[src/rtl/dmem_arbiter.sv]
// Arbiter that shares one single-port RAM between instruction fetch (I) and MEM-stage (D) requesters.
// Each access is latched, driven for WAIT_CYCLES RAM cycles, and answered with a one-cycle ack.
module dmem_arbiter #(
    parameter int WAIT_CYCLES  = 1,
    parameter int STARVE_LIMIT = 4
) (
    input  logic        clk,
    input  logic        rst,
    input  logic        i_req,
    input  logic [31:0] i_addr,
    output logic [31:0] i_rdata,
    output logic        i_ack,
    output logic        i_stall,
    input  logic        d_req,
    input  logic        d_we,
    input  logic [31:0] d_addr,
    input  logic [31:0] d_wdata,
    output logic [31:0] d_rdata,
    output logic        d_ack,
    output logic        d_stall,
    output logic        ram_ce,
    output logic        ram_we,
    output logic [31:0] ram_addr,
    output logic [31:0] ram_wdata,
    input  logic [31:0] ram_rdata
);

    typedef enum logic [1:0] {ST_IDLE, ST_ACCESS, ST_RESP} state_t;
    typedef enum logic [1:0] {OWN_NONE, OWN_I, OWN_D} owner_t;

    localparam logic [3:0] LP_WAIT_LOAD  = 4'(WAIT_CYCLES - 1);
    localparam logic [3:0] LP_STARVE_MAX = 4'(STARVE_LIMIT);

    state_t      r_state;
    state_t      w_state_nxt;
    owner_t      r_owner;
    logic        r_we;
    logic [31:0] r_addr;
    logic [31:0] r_wdata;
    logic [31:0] r_i_rdata;
    logic [31:0] r_d_rdata;
    logic [3:0]  r_wait_cnt;
    logic [3:0]  r_starve_cnt;

    logic        w_starved;
    logic        w_grant_d;
    logic        w_grant_i;
    logic        w_last_wait;

    // I is forced only once D has won STARVE_LIMIT times in a row over a waiting fetch.
    assign w_starved   = i_req && (r_starve_cnt == LP_STARVE_MAX);
    assign w_last_wait = (r_state == ST_ACCESS) && (r_wait_cnt == 4'd0);

    // NOTE: every output of this block gets a default first, so no path can infer a latch.
    always_comb begin
        w_state_nxt = r_state;
        w_grant_d   = 1'b0;
        w_grant_i   = 1'b0;
        ram_ce      = 1'b0;
        ram_we      = 1'b0;
        i_ack       = 1'b0;
        d_ack       = 1'b0;
        case (r_state)
            ST_IDLE: begin
                if (d_req && !w_starved) begin
                    w_grant_d   = 1'b1;
                    w_state_nxt = ST_ACCESS;
                end else if (i_req) begin
                    w_grant_i   = 1'b1;
                    w_state_nxt = ST_ACCESS;
                end
            end
            ST_ACCESS: begin
                ram_ce = 1'b1;
                ram_we = r_we;
                if (r_wait_cnt == 4'd0) begin
                    w_state_nxt = ST_RESP;
                end
            end
            ST_RESP: begin
                i_ack       = (r_owner == OWN_I);
                d_ack       = (r_owner == OWN_D);
                w_state_nxt = ST_IDLE;
            end
            default: w_state_nxt = ST_IDLE;
        endcase
    end

    // NOTE: state is updated with non-blocking assignments so every register samples pre-edge values.
    always_ff @(posedge clk) begin
        if (rst) begin
            r_state <= ST_IDLE;
        end else begin
            r_state <= w_state_nxt;
        end
    end

    // NOTE: the rdata registers are part of the reset set, so an aborted access leaves them at zero.
    always_ff @(posedge clk) begin
        if (rst) begin
            r_owner      <= OWN_NONE;
            r_we         <= 1'b0;
            r_addr       <= 32'd0;
            r_wdata      <= 32'd0;
            r_i_rdata    <= 32'd0;
            r_d_rdata    <= 32'd0;
            r_wait_cnt   <= 4'd0;
            r_starve_cnt <= 4'd0;
        end else begin
            if (w_grant_d || w_grant_i) begin
                r_owner    <= w_grant_d ? OWN_D : OWN_I;
                r_addr     <= w_grant_d ? d_addr : i_addr;
                r_we       <= w_grant_d && d_we;
                r_wdata    <= d_wdata;
                r_wait_cnt <= LP_WAIT_LOAD;
            end

            if (w_grant_d) begin
                if (!i_req) begin
                    r_starve_cnt <= 4'd0;
                end else if (r_starve_cnt != LP_STARVE_MAX) begin
                    r_starve_cnt <= r_starve_cnt + 4'd1;
                end
            end else if (w_grant_i) begin
                r_starve_cnt <= 4'd0;
            end

            if ((r_state == ST_ACCESS) && (r_wait_cnt != 4'd0)) begin
                r_wait_cnt <= r_wait_cnt - 4'd1;
            end

            // Stores leave d_rdata untouched; only the owning port's register captures.
            if (w_last_wait) begin
                if (r_owner == OWN_I) begin
                    r_i_rdata <= ram_rdata;
                end else if (!r_we) begin
                    r_d_rdata <= ram_rdata;
                end
            end
        end
    end

    assign ram_addr  = r_addr;
    assign ram_wdata = r_wdata;
    assign i_rdata   = r_i_rdata;
    assign d_rdata   = r_d_rdata;
    assign i_stall   = i_req && !i_ack;
    assign d_stall   = d_req && !d_ack;

endmodule
[config.mk]
export PLATFORM = sky130hd
export DESIGN_NAME = dmem_arbiter
export DESIGN_NICKNAME = d
export VERILOG_FILES = /design/src/rtl/dmem_arbiter.sv
export SDC_FILE = /design/constraint.sdc
export NUM_CORES = 1
export LEC_CHECK = 0
export ABC_AREA = 1
export CAP_MARGIN = 20
export CELL_PAD_IN_SITES_DETAIL_PLACEMENT = 1
export CELL_PAD_IN_SITES_GLOBAL_PLACEMENT = 1
export CORE_ASPECT_RATIO = 1.75
export CORE_MARGIN = 3
export CORE_UTILIZATION = 31
export DETAILED_ROUTE_END_ITERATION = 8
export HOLD_SLACK_MARGIN = 0.08
export PLACE_DENSITY_LB_ADDON = 0.3
export SLEW_MARGIN = 10
export SYNTH_ARGS = -nofsm -noshare
export SYNTH_HDL_FRONTEND = slang
export SYNTH_SLANG_ARGS = --single-unit
[constraint.sdc]
create_clock -name clk -period 4.1 [get_ports clk]
set_input_delay 1.025 -clock clk [delete_from_list [all_inputs] [get_ports clk]]
set_output_delay 1.025 -clock clk [all_outputs]
set_load 0.005 [all_outputs]
==> key figures, run 1 <==
Run status
  – Status: complete, no violations

Placement
  – Pre-CTS setup slack: approximately 0.62 ns
  – DP Wirelength: 14.80 mm
  – Gp weighted congestion: about 0.76
  – IO Port Bufs: 266

Clock network
  – Clock sinks: roughly 140
  – Cts hold-fix bufs: 0
  – H-tree depth: 4
  – Clk_lat worst skew: 0.42 ns
  – Worst-path clk slew: 0.05 ns
  – Post-CTS setup buffers: 0
  – Root buffer cell: clkbuf_16
  – CTS tree: built
  – Post-CTS sizing: 0
  – Clock Path Buffers: 2
  – TritonCTS buffer count: 17

Global routing
  – Tot GR Track Use: about a fifth
  – Largest net degree at the start of global routing: 99
  – Vias in the first global route: approximately 6.6k
  – Global route overflow: 0
  – Global-route wire length before repair: 33.38 mm
  – Initial antenna violation count: 1

Worst hold path
  – Hold crit path type: flop to flop
  – Hold depth: 2

Timing
  – Max frequency: 286.6 MHz
  – Slew @ Worst Pin: 0.8553 ns
  – Pins Over Slew Limit: 0
  – Setup violators final: 0
  – Clock skew: between 0.006 and 0.007 ns
  – Final Hold Fails: 0
  – Period utilization: a little under nine tenths
  – Final worst setup slack: 0.6103 ns
  – Final Hold Slack: 0.4639 ns
  – Setup TNS: 0 ns
  – RSZ-0062 raised after global routing: false
  – Crit path time final: roughly 3.5 ns
  – Relative slew margins: between 40% and 50%

Critical path
  – Critical Path AT: 2.46 ns
  – Flop-to-flop setup slack: 1.76 ns
  – CP Launch Type: primary input
  – Critical Path Sink Type: output pin
  – Req. time, crit path: 3.07 ns
  – R2R depth: 8
  – Kind of critical path: primary input to output pin
  – Crit path max fanout: 7

Pwr
  – Pleak: 4.095 nW
  – PD cells: a little over 400 mW/mm^2
  – Power Total: 3.918 mW
  – Max rail drop VDD: 0.0002603 V

Die
  – Io pins: roughly 270
  – Starting density of the core: 31.88%
  – Core box area: 0.01928 sq mm
  – Die ar.: 0.02162 sq mm
  – Die Ht: 192.3 microns
  – Die Wd: ~110 microns
  – FP Rows: 67

Route
  – Number of nets with antenna violations after routing: 0
  – First-pass detailed-route iteration total: 4
  – Post-DR wirelength/cell: 15.51 microns
  – Drt drc: 0
  – DR iter-0 viols: 239
  – Via count of the routed design: 6419
  – WL final: 21.06 mm
  – Vias per inst: 4.727

Logic synthesis
  – Synthesis Warnings: 0
  – Yosys cell types: 24
  – Register area share after synthesis: 45.92%
  – Mapped Cells: 868
  – Synth Register Bits: between 100 and 150
  – Syn Std Cell Area: 0.006147 sq mm
  – Post-Syn Nets: approximately 1k
  – Syn avg cell area: 7.082 sq um

Cells and area
  – NumNets Final: 1243
  – Finished Core Util: between 40% and 50%
  – Layout Area Growth over Synthesis: 53.31%
  – Share of cells above drive strength 1: 5.018%

Run
  – Number of max-cap violations: 0
-- cells in the mapped netlist --
cell type | n | area (sq um)
buf_6 | 13 | 146.4
nand4_1 | 2 | 12.51
o21a_1 | 32 | 240.2
nor2_1 | 139 | 521.8
buf_4 | 8 | 60.06
dfxtp_1 | 141 | 2823
inv_2 | 7 | 26.28
nand2_2 | 1 | 6.260
nand3_1 | 138 | 690.7
or2_2 | 1 | 6.260
clkbuf_1 | 14 | 52.55
a211oi_1 | 1 | 7.510
o21ai_4 | 1 | 16.27
a21oi_1 | 43 | 215.2
o21ai_0 | 1 | 5.000
xor2_1 | 1 | 8.760
nor2_4 | 3 | 33.78
nor2_2 | 4 | 25.02
buf_2 | 16 | 80.08
nor3_1 | 1 | 5.000
nand2_1 | 211 | 792.0
inv_1 | 79 | 296.5
ha_1 | 4 | 50.05
buf_1 | 7 | 26.28
-- path summary, 6_finish.rpt --
kind            endpoint       start
min           i_rdata[0]  i_rdata[0]
min reg2reg   i_rdata[0]  i_rdata[0]
max              i_stall       i_req
max reg2reg  d_rdata[29]  r_owner[1]
-- state kept, by name, summed over array words and instances (netlist names) --
signal and cells:
r_we 1, ram_addr 32, i_rdata 32, r_starve_cnt 4, ram_wdata 32, d_rdata 32, r_wait_cnt 4, r_owner 2
r_state 2
-- cells in the final DEF, fill, tap and decap left out, types with 2 or more instances in the layout --
cell	count
buf_12	2
nor2_1	139
clkinv_2	5
nand4_1	2
nand3_1	138
clkbuf_16	17
dfxtp_1	141
inv_2	7
inv_1	79
buf_4	9
o21a_1	32
nor2_2	3
nand2_1	211
nor2_4	4
clkbuf_8	3
a21oi_1	43
clkdlybuf4s50_1	266
bufinv_16	2
ha_1	4
-- per-stage QoR --
stage,cell area [sq um],cells
after global routing,9424,1358
final,9424,1358
after global placement,8859,1328
after floorplan,6147,868
after CTS,9422,1357
after detailed placement,8859,1328
-- power by group --
part	switching, mW	leakage (nW)	internal [mW]	total (mW)
clock	0.566	0.280	0.927	1.49
combinational	0.408	2.66	0.454	0.862
sequential	0.0664	1.16	1.50	1.56
-- metal layers --
layer | global-route usage [%] | routed length, microns | vias up
li1 | - | - | 3181
met5 | 0 | 0 | -
met3 | 5.679 | 1127 | 35
met2 | 36.54 | 11540 | 177
met1 | 19.57 | 7773 | 3026
met4 | 8.422 | 624 | 0
-- critical path: stages --
cell	delay, ns
clkdlybuf4s50_1	0.71
inv_1	0.08
nor2_1	0.12
clkdlybuf4s50_1	0.52
-- layout make-up --
class                   count  area [sq um]
well taps                 241         301.5
fillers                  2410          9857
repair buffers            277          2770
clock inverters             8         92.59
diodes                      1         2.502
clock buffers              21         470.5
inverters                  86         322.8
flip-flops and latches    141          2823
multi-input cells         583          2641
-- cells by family after synthesis --
group                      synth area share (%)
and+or+nand+nor                           34.05
buffers and inverters                     11.19
DFF                                       45.92
AOI/OAI and AO/OA                         7.877
adders and majority gates                0.8142
xor gates and xnor gates                 0.1425
Power figures use the tool's default switching activity.
==> run 2: changes to the inputs <==
--- a/config.mk
+++ b/config.mk
@@ -11,7 +11,7 @@
 export CELL_PAD_IN_SITES_GLOBAL_PLACEMENT = 1
 export CORE_ASPECT_RATIO = 1.75
 export CORE_MARGIN = 3
-export CORE_UTILIZATION = 31
+export CORE_UTILIZATION = 26
 export DETAILED_ROUTE_END_ITERATION = 8
 export HOLD_SLACK_MARGIN = 0.08
 export PLACE_DENSITY_LB_ADDON = 0.3
==> constraint.sdc (replaced) <==
create_clock -name clk -period 3.1 [get_ports clk]
set_input_delay 0.775 -clock clk [delete_from_list [all_inputs] [get_ports clk]]
set_output_delay 0.775 -clock clk [all_outputs]
set_load 0.005 [all_outputs]
==> run 2 against run 1 <==
Compared with the run above: sequential cell count did not move; register-to-register slack got worse by 0.56 ns; critical endpoint is now d_stall; non-clock buffer count rose by 4; total power rose by 32%; clock skew rose by 0.00056 ns; highest routed layer unchanged; via count fell by 1.1%; die area rose by 18%; critical path depth did not move; combinational power rose by 33%.
==> key figures, run 2 (same netlist as run 1, synthesis figures left out) <==
Clock network
  – Worst-path clk slew: 0.06 ns (about the same)
  – H-tree depth: 4 (unchanged)
  – Post-CTS setup buffers: 0 (unchanged)
  – Root buffer cell: clkbuf_16
  – CTS tree: built
  – Clk_lat worst skew: 0.42 ns (about the same)
  – Clock Path Buffers: 2 (unchanged)
  – Clock sinks: 141 (unchanged)
  – TritonCTS buffer count: 17 (unchanged)
  – Cts hold-fix bufs: 0 (unchanged)
  – Post-CTS sizing: 0 (unchanged)

Timing
  – Relative slew margins: 44.82% (+2.0 points)
  – Setup TNS: 0 ns (unchanged)
  – Crit path time final: 2.800 ns
  – Period utilization: 90.31%
  – Setup violators final: 0 (unchanged)
  – Max frequency: 357.2 MHz
  – Final Hold Fails: 0 (unchanged)
  – Final worst setup slack: 0.3005 ns (-0.3099 ns)
  – RSZ-0062 raised after global routing: false
  – Clock skew: 0.007159 ns (+0.0005627 ns)
  – Slew @ Worst Pin: 0.8258 ns (-0.02953 ns)
  – Pins Over Slew Limit: 0 (unchanged)

Critical path
  – Critical Path Sink Type: output pin
  – Critical Path AT: 2.02 ns (-0.44 ns)
  – Req. time, crit path: 2.32 ns (-0.75 ns)
  – Crit path max fanout: 3 (-4)
  – Kind of critical path: primary input to output pin
  – CP Launch Type: primary input

Pwr
  – Max rail drop VDD: 0.0003181 V (+22%)
  – Pleak: 4.107 nW (+0.30%)
  – PD cells: 543.1 mW/mm^2 (+31%)

Die
  – Io pins: 267 (unchanged)
  – Die Ht: 209.4 microns (+8.9%)
  – FP Rows: 73 (+9.0%)
  – Die ar.: 0.02560 sq mm (+18%)
  – Die Wd: 122.2 microns (+8.7%)
  – Core box area: 0.02302 sq mm (+19%)
  – Starting density of the core: 26.71% (-5.2 points)

Placement
  – DP Wirelength: 15.21 mm (+2.8%)
  – IO Port Bufs: 266 (unchanged)
  – Gp weighted congestion: 0.7711 (+1.4%)
  – Pre-CTS setup slack: 0.2949 ns (-0.3293 ns)

Worst hold path
  – Hold crit path type: flop to flop

Global routing
  – Global-route wire length before repair: 33.66 mm (+0.85%)
  – Initial antenna violation count: 1 (unchanged)
  – Tot GR Track Use: 16.75% (-2.6 points)
  – Largest net degree at the start of global routing: 65 (-34%)
  – Vias in the first global route: 6484 (-2.3%)
  – Global route overflow: 0 (unchanged)

Run
  – Number of max-cap violations: 0 (unchanged)

Route
  – WL final: 21.42 mm (+1.7%)
  – First-pass detailed-route iteration total: 4 (unchanged)
  – Via count of the routed design: 6346 (-1.1%)
  – Vias per inst: 4.460 (-5.7%)
  – DR iter-0 viols: 221 (-7.5%)
  – Post-DR wirelength/cell: 15.05 microns (-2.9%)
  – Number of nets with antenna violations after routing: 0 (unchanged)
  – Drt drc: 0 (unchanged)

Cells and area
  – FF+latch area: 0.002823 sq mm (unchanged)
  – Commonest non-fill, non-tap cells in the layout: 266 x clkdlybuf4s50_1, 211 x nand2_1, 141 x dfxtp_1
  – Commonest non-fill, non-tap cell in the layout: clkdlybuf4s50_1
  – Fill count: 2841 (+18%)
  – NumNets Final: 1247 (+0.32%)
  – Share of cells above drive strength 1: 5.080% (+0.062 points)
  – Layout Area Growth over Synthesis: 54.87%
  – Area of the multi-input gates: 0.002641 sq mm (unchanged)

Run status
  – Status: complete, no violations
==> run 2: cell types whose count changed in the layout (fill, tap and decap cells not counted), sizes merged <==
cell | previous run | this run
inv | 86 | 85
clkinvlp | 1 | 0
clkbuf | 21 | 23
buf | 11 | 15
clkinv | 5 | 7
==> run 2: cell type report <==
cell class / instances / area share [%]
timing repair buffer: 281 / 29.54
clock inverter: 8 / 0.9857
sequential: 141 / 29.65
clock buffer: 23 / 4.705
multi-input combinational: 583 / 27.74
antenna: 1 / 0.02628
tap: 300 / 3.943
inverter: 86 / 3.404
==> run 2: through the flow <==
stage	util [%]	total power, mW	cells	hold slack (ns)	area [sq um]
6_report	41.36	5.170	1423	0.4639	9520
3_3_place_gp	39.00	3.254	1391	0.4468	8976
3_5_place_dp	39.00	3.280	1391	0.4570	8976
4_1_cts	41.35	5.281	1422	0.4656	9518
5_1_grt	41.36	5.464	1423	0.4836	9520
2_1_floorplan	-	2.639	868	0.4593	6147
==> run 2: per-layer routing <==
metal  routed length (microns)  vias to the layer above  global-route usage (%)  share of wire, %
met3                      1188                       28                   5.015               5.5
met1                      8066                     2960                   16.98                38
met2                     11520                      168                   31.04                54
met5                         0                        -                       0                 0
li1                          -                     3190                       -                 -
met4                       649                        0                   7.154               3.0
==> run 2: final timing paths <==
| path | startpoint | endpoint | slack, ns | cells past startpoint |
|---|---|---|---|---|
| setup / recovery | d_req | d_stall | 0.30 | 4 |
| hold reg to reg | ram_wdata[12] | ram_wdata[12] | 0.46 | 2 |
| hold / removal | ram_wdata[12] | ram_wdata[12] | 0.46 | 2 |
| setup reg to reg | r_owner[0] | d_rdata[24] | 1.20 | 8 |
==> run 2: critical path: stages <==
cell and delay, ns:
clkdlybuf4s50_1 0.54, inv_1 0.06, nor2_1 0.10, clkdlybuf4s50_1 0.55
==> run 2: power by group <==
group | switching, mW | total (mW) | internal, mW
registers | 0.0868 | 2.07 | 1.98
clock network | 0.781 | 1.96 | 1.17
logic | 0.541 | 1.15 | 0.607
total | 1.41 | 5.17 | 3.76
